**config.mk**
```make
export PLATFORM = sky130hd
export DESIGN_NAME = conv_frame_ctrl
export DESIGN_NICKNAME = d
export VERILOG_FILES = /design/src/rtl/conv_frame_ctrl.sv
export SDC_FILE = /design/constraint.sdc
export NUM_CORES = 1
export LEC_CHECK = 0
export ABC_AREA = 1
export BUFFER_PORTS_ARGS = -buffer_cell sky130_fd_sc_hd__buf_2
export CORE_MARGIN = 1.5
export CORE_UTILIZATION = 58
export DETAILED_ROUTE_END_ITERATION = 7
export HOLD_SLACK_MARGIN = 0.03
export PLACE_DENSITY = 0.87
export SYNTH_ARGS = -nofsm -noshare
export SYNTH_HDL_FRONTEND = slang
export SYNTH_SLANG_ARGS = --single-unit
```
**constraint.sdc**
```tcl
create_clock -name iCLK -period 5.3 [get_ports iCLK]
set_input_delay 0.265 -clock iCLK [delete_from_list [all_inputs] [get_ports iCLK]]
set_output_delay 0.265 -clock iCLK [all_outputs]
set_load 0.02 [all_outputs]
```
**src/rtl/conv_frame_ctrl.sv**
```systemverilog
// Frame sequencer for a 3x3 Sobel convolution stage.
// Counts incoming pixels, gates the line-buffer shift and flags complete windows.
module conv_frame_ctrl #(
  parameter int IMG_W = 640,
  parameter int IMG_H = 480
) (
  input  logic                     iCLK,
  input  logic                     rst_n,
  input  logic                     start,
  input  logic                     mode_vert,
  input  logic                     abort,
  input  logic                     iDVAL,
  output logic                     conv_clken,
  output logic                     vertical,
  output logic                     win_valid,
  output logic [$clog2(IMG_W)-1:0] col,
  output logic [$clog2(IMG_H)-1:0] row,
  output logic                     busy,
  output logic                     frame_done,
  output logic                     overrun_err
);

  localparam int CW = $clog2(IMG_W);
  localparam int RW = $clog2(IMG_H);

  localparam logic [CW-1:0] COL_LAST = CW'(IMG_W - 1);
  localparam logic [CW-1:0] COL_WIN0 = CW'(2);
  localparam logic [RW-1:0] ROW_LAST = RW'(IMG_H - 1);
  localparam logic [RW-1:0] ROW_WIN0 = RW'(2);

  typedef enum logic [1:0] {IDLE, FILL, RUN, DONE} state_t;

  state_t state;
  logic   accept;
  logic   last_col;
  logic   last_pixel;

  // The pixel presented alongside abort is dropped, so it never reaches the line buffer.
  assign busy       = (state == FILL) || (state == RUN);
  assign accept     = iDVAL && busy && !abort;
  assign conv_clken = accept;
  assign win_valid  = accept && (row >= ROW_WIN0) && (col >= COL_WIN0);
  assign last_col   = (col == COL_LAST);
  assign last_pixel = last_col && (row == ROW_LAST);

  // NOTE: sequential state uses non-blocking assignments so every register samples
  // pre-edge values regardless of statement order inside the block.
  always_ff @(posedge iCLK or negedge rst_n) begin
    if (!rst_n) begin
      state       <= IDLE;
      col         <= '0;
      row         <= '0;
      vertical    <= 1'b0;
      frame_done  <= 1'b0;
      overrun_err <= 1'b0;
    end else begin
      frame_done  <= 1'b0;
      overrun_err <= start && busy;
      case (state)
        IDLE: begin
          if (start) begin
            state    <= FILL;
            vertical <= mode_vert;
            col      <= '0;
            row      <= '0;
          end
        end
        FILL, RUN: begin
          if (abort) begin
            state <= IDLE;
          end else if (accept) begin
            col <= last_col ? '0 : col + 1'b1;
            if (last_col)
              row <= (row == ROW_LAST) ? '0 : row + 1'b1;
            if (state == FILL && row == ROW_WIN0 && col == COL_WIN0)
              state <= RUN;
            if (state == RUN && last_pixel) begin
              state      <= DONE;
              frame_done <= 1'b1;
            end
          end
        end
        DONE:    state <= IDLE;
        default: state <= IDLE;
      endcase
    end
  end

endmodule
```
==> results.txt <==
The leakage power of the design is 0.938 nW, and the clock slew seen by the registers of the worst setup and hold paths is 0.13 ns. The startpoint-to-endpoint class of the critical path was reg -> out. Counting distinct cell types in the post-synthesis netlist gives 25. The highest net fanout along the worst path was 7; the number of warnings reported in the yosys synthesis log was 0. From bottom edge to top edge, the die measures 54.3 µm.

In the synthesized netlist, the number of instances is 208. After detailed routing, the number of remaining DRC violations is 0. The arrival time of the worst setup path came out at 2.10 ns. The count of final max-slew check failures was 0; the number of nets still failing antenna checks after routing was 0.

The number of buffers added to fix hold violations after cts is 1, and the half-perimeter wire length after placement is 2480 µm. The detailed router finished its first iteration with 35 violations. For this run, the post-layout net count is 257. The number of antenna diodes in the final layout is 0. The area share of the largest cell type after synthesis is 39.3%. The worst path needs 2.37 ns of the cycle, external delays included. The final design utilization came out at 70.1%. The clock latency of the later-clocked register in the worst-skew pair was 0.32 ns; the highest ir drop seen on vdd was 402 µV. The most repeated cell in the gate-level netlist after synthesis was sky130_fd_sc_hd__nand2_1. The via count of the first global-routing pass came out at 1,235.

Buffer levels on the longest clock path: 2. The final hold violation count came out at 0. The width of the chip was 54.3 µm; the setup slack after placement was 3.17 ns. Ranked by total cell area, the synthesized netlist is headed by sky130_fd_sc_hd__dfrtp_1 39%, sky130_fd_sc_hd__nand2_1 12%, sky130_fd_sc_hd__nor2_1 7.9%. Floorplan core area: 0.00248 mm². The level count of the clock H-tree was 1.

Detailed routing inserted a total of 1,417 vias. The logs give 0.00194 ns for the final worst clock skew and 0 for the number of buffers inserted to repair setup after CTS. STA classifies the critical path endpoint as a primary output. The logs give 0 for the number of antenna violations at the first check in global routing and 3260 µm for the total routed wirelength.

The site row count is 18, and the number of port buffers is 30. The tightest hold path in the finished design has a slack of 0.157 ns. The worst hold path belongs to the class in -> reg.

The sum of overflow across all layers after global routing was 0. Counting every net in the synthesized netlist gives 222. Summed over all failing endpoints, the final setup total negative slack is 0 ns. The synthesis-to-layout area growth works out to 13.7%. Average cell area after synthesis: 7.34 µm².

Max-cap violations in this run came to 0. The routed length per placed instance came out at 12.0 µm. The cell count after placement is 267. Library cell occupying the most area in the post-synthesis netlist: sky130_fd_sc_hd__dfrtp_1. The startpoint type of the worst setup path was a flop. Dividing the detail-routed via count by the number of cells gives 5.23. In this run, synthesis inferred 0 flip-flops with an integrated enable. The logs give 0 for the total of endpoints with negative setup slack in the final report and 422 MHz for the highest achievable clock rate. Once the clock tree was built, the resizer swapped 0 gates to a different size. TritonCTS built the clock tree. Clock tree synthesis selected as its root buffer the cell sky130_fd_sc_hd__clkbuf_4. The worst relative slew slack was 64.6%; the routability congestion estimate from global placement was 0.843.

CTS saw 24 sinks. The slew at the pin with the worst max-slew slack works out to 0.531 ns. The first global-routing pass estimated 5240 µm of wire.

The run gives 271 as the number of non-filler instances in the completed layout. The run gives 4 as the number of search-and-repair iterations in the first detailed-routing pass. Setup repair after global routing left no endpoint under its margin. For this design the top-level I/O count stands at 31.

The most used flip-flop cell after synthesis is sky130_fd_sc_hd__dfrtp_1. Clock tree synthesis inserted a total of 3 buffers. The final clock period utilization by the worst path is 44.7%. The worst path meets setup with 2.93 ns of slack. For the worst setup path, the data required time is 5.04 ns. For this configuration, the core starts out at a cell density of 61.7%. The proportion of layout cells with a drive suffix above 1 came out at 18.3%.

Counting instances in the post-synthesis netlist gives the leading cell types as 49 x sky130_fd_sc_hd__nand2_1, 32 x sky130_fd_sc_hd__nor2_1, 30 x sky130_fd_sc_hd__inv_1. After synthesis, the share of flip-flops with an asynchronous set or reset is 100%. For this design the ratio of total power to cell area is 483 mW/mm².

After synthesis, flip-flops and latches occupy 39.3% of the total area. The tools report the area enclosed by the die boundary as 0.00295 mm². The total standard cell area after synthesis is 0.00153 mm², and the register bit total from synthesis is 24.

The flow ran to the end, and the final reports show no timing, DRC or antenna violations. Global routing consumed, over all layers together, 24.8% of the routing resources. Entering global routing, the biggest net connects 25 pins.
cell families after synthesis:
logic type	Yosys count	share of synthesized area [%]
xor gates and xnor gates	3	1.72
and+or+nand+nor	110	31.7
adders and majority gates	8	6.55
DFF	24	39.3
buffers and inverters	33	8.68
AOI/OAI and AO/OA	30	12.0
stage by stage:
stage / area (µm²) / power, mW
2_1_floorplan: 1530 / 0.639
3_3_place_gp: 1700 / 0.747
3_5_place_dp: 1700 / 0.758
4_1_cts: 1740 / 0.840
5_1_grt: 1740 / 0.912
6_report: 1740 / 0.839
critical path, cell delays in order, from the launching register on:
cell	delay, ns
sky130_fd_sc_hd__dfrtp_1	0.41
sky130_fd_sc_hd__inv_1	0.08
sky130_fd_sc_hd__ha_1	0.44
sky130_fd_sc_hd__inv_2	0.15
sky130_fd_sc_hd__nor2_8	0.13
sky130_fd_sc_hd__nand2_4	0.07
sky130_fd_sc_hd__a221oi_1	0.26
sky130_fd_sc_hd__buf_2	0.23
where the power goes:
group / switching (mW) / total (mW) / leakage (nW) / internal, mW
combinational: 0.321 / 0.470 / 0.599 / 0.149
clock: 0.0563 / 0.0830 / 0.0138 / 0.0267
sequential: 0.0574 / 0.286 / 0.324 / 0.228
worst paths after layout:
| check | startpoint | end | slack, ns | depth (start not counted) |
|---|---|---|---|---|
| max | state[0] | win_valid | 2.93 | 7 |
| max in group asynchronous | rst_n | row[4] | 4.51 | 2 |
| min | start | vertical | 0.16 | 2 |
| min reg2reg | state[1] | state[1] | 0.56 | 2 |
| min in group asynchronous | rst_n | col[7] | 0.43 | 2 |
| max reg2reg | state[0] | row[6] | 3.13 | 10 |
cells in the final DEF (no fill, tap or decap), types with 2 or more instances in the layout:
master	synthesis	final
sky130_fd_sc_hd__ha_1	8	8
sky130_fd_sc_hd__dfrtp_1	24	24
sky130_fd_sc_hd__inv_1	30	30
sky130_fd_sc_hd__o31ai_2	2	2
sky130_fd_sc_hd__a21oi_1	13	13
sky130_fd_sc_hd__buf_2	0	30
sky130_fd_sc_hd__nor3_1	3	3
sky130_fd_sc_hd__or2_2	2	2
sky130_fd_sc_hd__nand3_1	17	17
sky130_fd_sc_hd__o21ai_0	11	11
sky130_fd_sc_hd__nor2_1	32	32
sky130_fd_sc_hd__nand2_1	49	49
sky130_fd_sc_hd__nand2_4	2	2
sky130_fd_sc_hd__xor2_1	2	2
sky130_fd_sc_hd__nand4_1	2	2
sky130_fd_sc_hd__clkbuf_4	0	3
final cells by class:
| cell class | count | area (µm²) |
|---|---|---|
| well taps | 30 | 37.5 |
| clock buffers | 3 | 22.5 |
| multi-input cells | 151 | 795 |
| fillers | 223 | 741 |
| repair buffers | 31 | 160 |
| flip-flops and latches | 24 | 601 |
| inverters | 32 | 121 |
per-layer routing:
layer / GRT usage (%) / vias up / share of wire, % / routed length (µm)
met5: 0 / - / 0 / 0
met4: 12.1 / 0 / 2.4 / 77
met3: 2.46 / 9 / 4.6 / 151
met2: 43.0 / 47 / 46 / 1510
met1: 30.7 / 631 / 47 / 1520
li1: - / 730 / - / -
flip-flops by register name, indices dropped and copies added, names as in the netlist:
register	cells
col	10
frame_done	1
overrun_err	1
row	9
state	2
vertical	1
Note: power is estimated with default switching activity, not from simulation.
